**src/rtl/sdc_block_tx_if.sv**
```systemverilog
// sdc_block_tx_if: handshake and serial bundle between the SD write-control
// FSM / write buffer (master side) and the block serialiser (slave side).
//   startCountData, count, byteEnable : control strobes from the write FSM
//   dataIn, empty                     : first-word-fall-through write buffer head
//   rdEn                              : buffer pop
//   mosi, sclkEn                      : serial bit and its SCLK gate
//   bytes, block, endCRC, busy        : phase-complete pulses and activity flag
interface sdc_block_tx_if;
    logic       startCountData;
    logic       count;
    logic       byteEnable;
    logic [7:0] dataIn;
    logic       empty;
    logic       rdEn;
    logic       mosi;
    logic       sclkEn;
    logic       bytes;
    logic       block;
    logic       endCRC;
    logic       busy;

    modport master (
        output startCountData, count, byteEnable, dataIn, empty,
        input  rdEn, mosi, sclkEn, bytes, block, endCRC, busy
    );

    modport slave (
        input  startCountData, count, byteEnable, dataIn, empty,
        output rdEn, mosi, sclkEn, bytes, block, endCRC, busy
    );
endinterface

```
**src/rtl/sdc_block_tx.sv**
```systemverilog
// sdc_block_tx: serialises one SD SPI-mode write data block onto MOSI:
// start token 0xFE, BLOCK_BYTES payload bytes popped from the write buffer,
// then CRC16-CCITT (poly 0x1021, init 0, MSB first) or 16'hFFFF.
// Ports:
//   clk      : system clock
//   resetAll : asynchronous active-high reset
//   bus      : sdc_block_tx_if.slave (strobes in, rdEn/mosi/sclkEn/pulses out)
module sdc_block_tx #(
    parameter int BLOCK_BYTES = 512,
    parameter int CRC_EN      = 1
) (
    input  logic           clk,
    input  logic           resetAll,
    sdc_block_tx_if.slave  bus
);
    localparam int BCW = $clog2(BLOCK_BYTES + 1);
    localparam logic [BCW-1:0] LAST_BYTE = BCW'(BLOCK_BYTES - 1);

    typedef enum logic [1:0] {IDLE, TOKEN, DATA, CRC} state_t;

    state_t         state;
    logic [15:0]    shreg;
    logic [15:0]    crc;
    logic [3:0]     bitcnt;
    logic [BCW-1:0] bytecnt;
    logic           fetch_pend;
    logic           mosi_r, sclk_r, bytes_r, block_r, endcrc_r, busy_r;

    logic           fetch_ok, stall, step;
    logic [15:0]    cur;

    // Bytewise CRC16-CCITT update, MSB of the data byte first.
    function automatic logic [15:0] crc16_byte(input logic [15:0] c, input logic [7:0] d);
        logic [15:0] r;
        r = c;
        for (int i = 7; i >= 0; i--)
            r = {r[14:0], 1'b0} ^ ((r[15] ^ d[i]) ? 16'h1021 : 16'h0000);
        return r;
    endfunction

    // At a byte boundary the fetch and the first shift of that byte share a
    // cycle, so the bitstream has no gap between bytes unless the buffer stalls.
    assign fetch_ok = bus.byteEnable && !bus.empty;
    assign stall    = (state == DATA) && fetch_pend && !fetch_ok;
    assign step     = (state != IDLE) && bus.count && !stall;
    assign bus.rdEn = (state == DATA) && fetch_pend && bus.count && fetch_ok;
    assign cur      = bus.rdEn ? {bus.dataIn, 8'h00} : shreg;

    always_ff @(posedge clk or posedge resetAll) begin
        if (resetAll) begin
            state      <= IDLE;
            shreg      <= 16'h0000;
            crc        <= 16'h0000;
            bitcnt     <= 4'd0;
            bytecnt    <= '0;
            fetch_pend <= 1'b0;
            mosi_r     <= 1'b1;
            sclk_r     <= 1'b0;
            bytes_r    <= 1'b0;
            block_r    <= 1'b0;
            endcrc_r   <= 1'b0;
            busy_r     <= 1'b0;
        end else begin
            bytes_r  <= 1'b0;
            block_r  <= 1'b0;
            endcrc_r <= 1'b0;
            sclk_r   <= step;

            if (bus.rdEn)
                crc <= crc16_byte(crc, bus.dataIn);

            if (state == IDLE) begin
                mosi_r <= 1'b1;
                busy_r <= 1'b0;
                // endcrc_r high here means the block ended this very cycle;
                // a start strobe coinciding with it belongs to the old block.
                if (bus.startCountData && !endcrc_r) begin
                    state      <= TOKEN;
                    shreg      <= 16'hFE00;
                    crc        <= 16'h0000;
                    bitcnt     <= 4'd0;
                    bytecnt    <= '0;
                    fetch_pend <= 1'b0;
                    busy_r     <= 1'b1;
                end
            end else if (step) begin
                mosi_r     <= cur[15];
                shreg      <= {cur[14:0], 1'b0};
                bitcnt     <= bitcnt + 4'd1;
                fetch_pend <= 1'b0;
                case (state)
                    TOKEN: begin
                        if (bitcnt == 4'd7) begin
                            bytes_r    <= 1'b1;
                            bitcnt     <= 4'd0;
                            fetch_pend <= 1'b1;
                            state      <= DATA;
                        end
                    end
                    DATA: begin
                        if (bitcnt == 4'd7) begin
                            bitcnt  <= 4'd0;
                            bytecnt <= bytecnt + 1'b1;
                            if (bytecnt == LAST_BYTE) begin
                                // crc already holds the last byte: it was
                                // folded in at that byte's fetch, 7 steps ago.
                                block_r <= 1'b1;
                                shreg   <= (CRC_EN != 0) ? crc : 16'hFFFF;
                                state   <= CRC;
                            end else begin
                                fetch_pend <= 1'b1;
                            end
                        end
                    end
                    CRC: begin
                        if (bitcnt == 4'd15) begin
                            endcrc_r <= 1'b1;
                            bitcnt   <= 4'd0;
                            state    <= IDLE;
                        end
                    end
                    default: ;
                endcase
            end
        end
    end

    assign bus.mosi   = mosi_r;
    assign bus.sclkEn = sclk_r;
    assign bus.bytes  = bytes_r;
    assign bus.block  = block_r;
    assign bus.endCRC = endcrc_r;
    assign bus.busy   = busy_r;
endmodule

```
**src/flat_wrapper.sv**
```systemverilog
// flat-port wrapper written by rule: the top's interface ports become plain ports
module sdc_block_tx_flat 
#(
    parameter int BLOCK_BYTES = 512,
    parameter int CRC_EN      = 1
)
  (clk, resetAll, bus_startCountData, bus_count, bus_byteEnable, bus_dataIn, bus_empty, bus_rdEn, bus_mosi, bus_sclkEn, bus_bytes, bus_block, bus_endCRC, bus_busy);
  sdc_block_tx_if bus_i ();
  input  logic clk;
  input  logic resetAll;
  input wire logic [$bits(bus_i.startCountData)-1:0] bus_startCountData;
  input wire logic [$bits(bus_i.count)-1:0] bus_count;
  input wire logic [$bits(bus_i.byteEnable)-1:0] bus_byteEnable;
  input wire logic [$bits(bus_i.dataIn)-1:0] bus_dataIn;
  input wire logic [$bits(bus_i.empty)-1:0] bus_empty;
  output wire logic [$bits(bus_i.rdEn)-1:0] bus_rdEn;
  output wire logic [$bits(bus_i.mosi)-1:0] bus_mosi;
  output wire logic [$bits(bus_i.sclkEn)-1:0] bus_sclkEn;
  output wire logic [$bits(bus_i.bytes)-1:0] bus_bytes;
  output wire logic [$bits(bus_i.block)-1:0] bus_block;
  output wire logic [$bits(bus_i.endCRC)-1:0] bus_endCRC;
  output wire logic [$bits(bus_i.busy)-1:0] bus_busy;
  assign bus_i.startCountData = bus_startCountData;
  assign bus_i.count = bus_count;
  assign bus_i.byteEnable = bus_byteEnable;
  assign bus_i.dataIn = bus_dataIn;
  assign bus_i.empty = bus_empty;
  assign bus_rdEn = bus_i.rdEn;
  assign bus_mosi = bus_i.mosi;
  assign bus_sclkEn = bus_i.sclkEn;
  assign bus_bytes = bus_i.bytes;
  assign bus_block = bus_i.block;
  assign bus_endCRC = bus_i.endCRC;
  assign bus_busy = bus_i.busy;
  sdc_block_tx #(.BLOCK_BYTES(BLOCK_BYTES), .CRC_EN(CRC_EN)) u_core (.clk(clk), .resetAll(resetAll), .bus(bus_i));
endmodule
```
**config.mk**
```make
export PLATFORM = sky130hd
export DESIGN_NAME = sdc_block_tx_flat
export DESIGN_NICKNAME = d
export VERILOG_FILES = /design/src/rtl/sdc_block_tx_if.sv /design/src/rtl/sdc_block_tx.sv /design/src/flat_wrapper.sv
export SDC_FILE = /design/constraint.sdc
export NUM_CORES = 1
export LEC_CHECK = 0
export BUFFER_PORTS_ARGS = -buffer_cell sky130_fd_sc_hd__buf_4
export CORE_MARGIN = 2
export CORE_UTILIZATION = 32
export DETAILED_ROUTE_END_ITERATION = 10
export PLACE_DENSITY = 0.48
export SLEW_MARGIN = 25
export SYNTH_ARGS = -nofsm -noshare
export SYNTH_HDL_FRONTEND = slang
export SYNTH_SLANG_ARGS = --single-unit
export TNS_END_PERCENT = 1
```
**constraint.sdc**
```tcl
create_clock -name clk -period 2.6 [get_ports clk]
set_input_delay 0 -clock clk [delete_from_list [all_inputs] [get_ports clk]]
set_output_delay 0 -clock clk [all_outputs]
set_load 0.01 [all_outputs]
```
==> summary.md <==
| Metric | Value |
|---|---|
| Initial antenna violation count | 0 |
| Maximum vdd ir drop | 0.293 mV |
| Fin area | 3360 sq um |
| Pleak | 1.49 nW |
| First-pass GRT wire length | 12000 um |
| RSZ-0062 raised after global routing | false |
| TritonCTS clock tree | yes |
| RR Startpoint | u_core.state[0] |
| Slew margin rel. | 0.595 |
| Fmax | 452 MHz |
| MaxCap Viol Count | 0 |
| Vias after detailed routing | 2252 |
| TritonCTS Buffers | 5 |
| Worst R2R Setup Slack | 0.39 ns |
| Place WS | 0.419 ns |
| CTS resizes | 0 |
| Die X | 101 um |
| Global Route Usage Sum | 0.148 |
| IO Count | 21 |
| Syn_nets | 335 |
| Synth warn | 0 |
| Finished Layout Cells | 446 |
| Rows | 35 |
| Startpoint types | flip-flop |
| DRC violations left | 0 |
| Remaining antenna violation count after routing | 0 |
| Total power per unit cell area | 743 nW/um^2 |
| DR iter-0 viols | 105 |
| Starting Density | 0.326 |
| Vias in the first global route | 2246 |
| Clock Latency Late Sink | 0.31 ns |
| Fin crit period | 2.21 ns |
| Sinks on Clock Net | 55 |
| CP arrival | 2.42 ns |
| Drt total wl | 6850 um |
| Critical Path End | u_core.bytecnt[9] |
| Setup tns final | 0 ns |
| Worst hold start | bus_dataIn[1] |
| Syn Inst Count | 315 |
| Pin count of the biggest net entering global routing | 36 |
| Multi-input gate area | 1450 sq um |
| H-tree depth | 2 |
| Clock transition at the registers of the reported paths | 0.11 ns |
| Dpl cells | 438 |
| Core area | 9150 sq um |
| CTS root buffer | clkbuf_8 |
| Final Hold Vio Count | 0 |
| Seq/Total Area, Yosys | 0.462 |
| DR vias/cell | 5.05 |
| Worst hold slack | 0.0188 ns |
| Die footprint | 10100 sq um |
| Port bufs | 20 |
| Residual overflow from global routing | 0 |
| Fin Clk Skew | 0.0114 ns |
| Setup Viol. Count Final | 0 |
| Final worst slack | 0.387 ns |
| Filler instances | 937 |
| Met2 wire length | 3250 um |
| Mapped cell area | 2980 sq um |
| Drt wl/cell | 15.4 um |
| Kind of end point of the critical path | flip-flop |
| Reg-to-Reg End | u_core.bytecnt[9] |
| Tightest Pin Transition | 0.608 ns |
| Required @ worst endpoint | 2.81 ns |
| Placed Area | 3240 sq um |
| Layout Utilization | 0.367 |
| Setup crit start | u_core.state[0] |
| Highest metal used | met4 |
| Flops & latches, synth | 55 |
| Post-synthesis cell type count | 49 |
| Router iterations before antenna repair | 6 |
| Final slew viol count | 0 |
| Routability cong. | 0.809 |
| Hold WC Path Type | in2reg |
| Die height | 101 um |
| Post-DP HPWL | 4820 um |
| Status | completed |
| PnR Total Power | 2.49 mW |
| # hold bufs at CTS | 1 |
| Number of diodes | 0 |
| Worst setup path category | reg2reg |
| Area growth syn-to-layout | 12.5% |
| Final period util | 0.851 |
| Fin nets | 355 |
| Worst-path maximum fanout | 10 |
| M1 WL | 3400 um |
| Longest Clk Path Bufs | 2 |
| Syn Area/Cell | 9.47 sq um |
| Cell depth of the worst flop-to-flop path | 7 |
| Post-CTS Setup Inserts | 0 |
| Seq. cell area | 1380 sq um |
| WL met3 | 150 um |
| Layout cells sized above 1 | 0.161 |
## worst max-delay path, stage by stage, from the launching register on
cell and delay, ns:
dfrtp_1 0.42, inv_1 0.11, ha_1 0.35, and4b_1 0.35, o2111ai_1 0.24, a21oi_1 0.32, a21oi_1 0.11, a31o_2 0.22
## layout by cell type, fill, tap and decap left out, drive strengths merged, types with 5 or more instances in the layout
master,count
dfrtp,54
nand3,36
nand2,33
buf,29
nor2,26
xnor2,22
o21ai,19
a21oi,12
inv,11
xor2,9
mux2i,9
a211oi,7
or3,7
o31ai,7
a31oi,7
nor3,6
ha,6
clkbuf,5
## cells by family (layout without fill, tap and decap cells)
group / count (synthesis) / after routing / synth area share
AND/OR/NAND/NOR: 125 / 125 / 0.205
XOR/XNOR: 31 / 31 / 0.0910
multiplexers: 10 / 10 / 0.0340
buffers and inverters: 28 / 48 / 0.0512
adder cells (fa/ha/maj): 6 / 6 / 0.0252
AO/OA/AOI/OAI: 60 / 60 / 0.132
flip-flops: 55 / 55 / 0.462
## registers in the layout, summed over array words and instances, names as in the netlist
register	count
u_core.crc	16
u_core.shreg	16
u_core.bus.bytes	1
u_core.bytecnt	10
u_core.bitcnt	4
u_core.bus.busy	1
u_core.bus.block	1
u_core.bus.mosi	1
u_core.state	2
u_core.fetch_pend	1
u_core.bus.endCRC	1
u_core.bus.sclkEn	1
## cell type report
cell class                      instances  share of cell area
Clock inverter                          2              0.0112
Clock buffer                            5              0.0205
Multi-Input combinational cell        232               0.433
Inverter                               11              0.0123
Tap cell                              111              0.0414
Timing Repair Buffer                   30              0.0715
Sequential cell                        55               0.410
## report_power, final
group          switching [mW]  internal (mW)  leakage [nW]
sequential             0.0899          0.981         0.729
clock                   0.291          0.282        0.0502
combinational           0.511          0.339         0.713
## worst min path at each step
stage	endpoint	depth (start not counted)	slack (ns)
6_report	u_core.shreg[10]	3	0.02
5_1_grt	u_core.shreg[10]	3	0.05
4_1_cts	u_core.shreg[10]	3	0.02
3_5_place_dp	u_core.bytecnt[3]	2	0.06
3_3_place_gp	u_core.bytecnt[3]	2	0.05
2_1_floorplan	u_core.shreg[10]	2	0.23
## per-layer routing
layer / track usage / up-vias
met5: 0 / -
met4: 0.0253 / 0
met3: 0.0277 / 4
met2: 0.245 / 20
met1: 0.205 / 1085
li1: - / 1143
## synthesized netlist by cell type (all sizes together)
| cell type | n | share of area |
|---|---|---|
| nor3 | 6 | 0.010 |
| nand2 | 33 | 0.042 |
| a31oi | 7 | 0.015 |
| ha | 6 | 0.025 |
| nand2b | 2 | 0.0042 |
| o21ai | 19 | 0.034 |
| clkbuf | 2 | 0.0059 |
| o2111ai | 1 | 0.0029 |
| or3 | 7 | 0.015 |
| xor2 | 9 | 0.026 |
| or4 | 1 | 0.0038 |
| inv | 11 | 0.014 |
| nor4bb | 1 | 0.0034 |
| nor4 | 1 | 0.0021 |
| o31ai | 7 | 0.018 |
| xnor2 | 22 | 0.065 |
| nor2b | 2 | 0.0042 |
| o211ai | 1 | 0.0025 |
| o41ai | 1 | 0.0029 |
| a21oi | 12 | 0.021 |
| a211oi | 7 | 0.018 |
| o22ai | 1 | 0.0021 |
| buf | 15 | 0.031 |
| and4b | 1 | 0.0034 |
| dfstp | 1 | 0.0088 |
| a31o | 1 | 0.0029 |
| and2 | 3 | 0.0063 |
| nand3b | 1 | 0.0025 |
| nand3 | 36 | 0.060 |
| and4bb | 1 | 0.0042 |
| dfrtp | 54 | 0.45 |
| mux2i | 9 | 0.030 |
| mux2 | 1 | 0.0038 |
| or2 | 3 | 0.0063 |
| a2111oi | 2 | 0.010 |
| nand4 | 1 | 0.0042 |
| nor2 | 26 | 0.034 |
| o21bai | 1 | 0.0025 |
(Power assumes the default switching activity.)
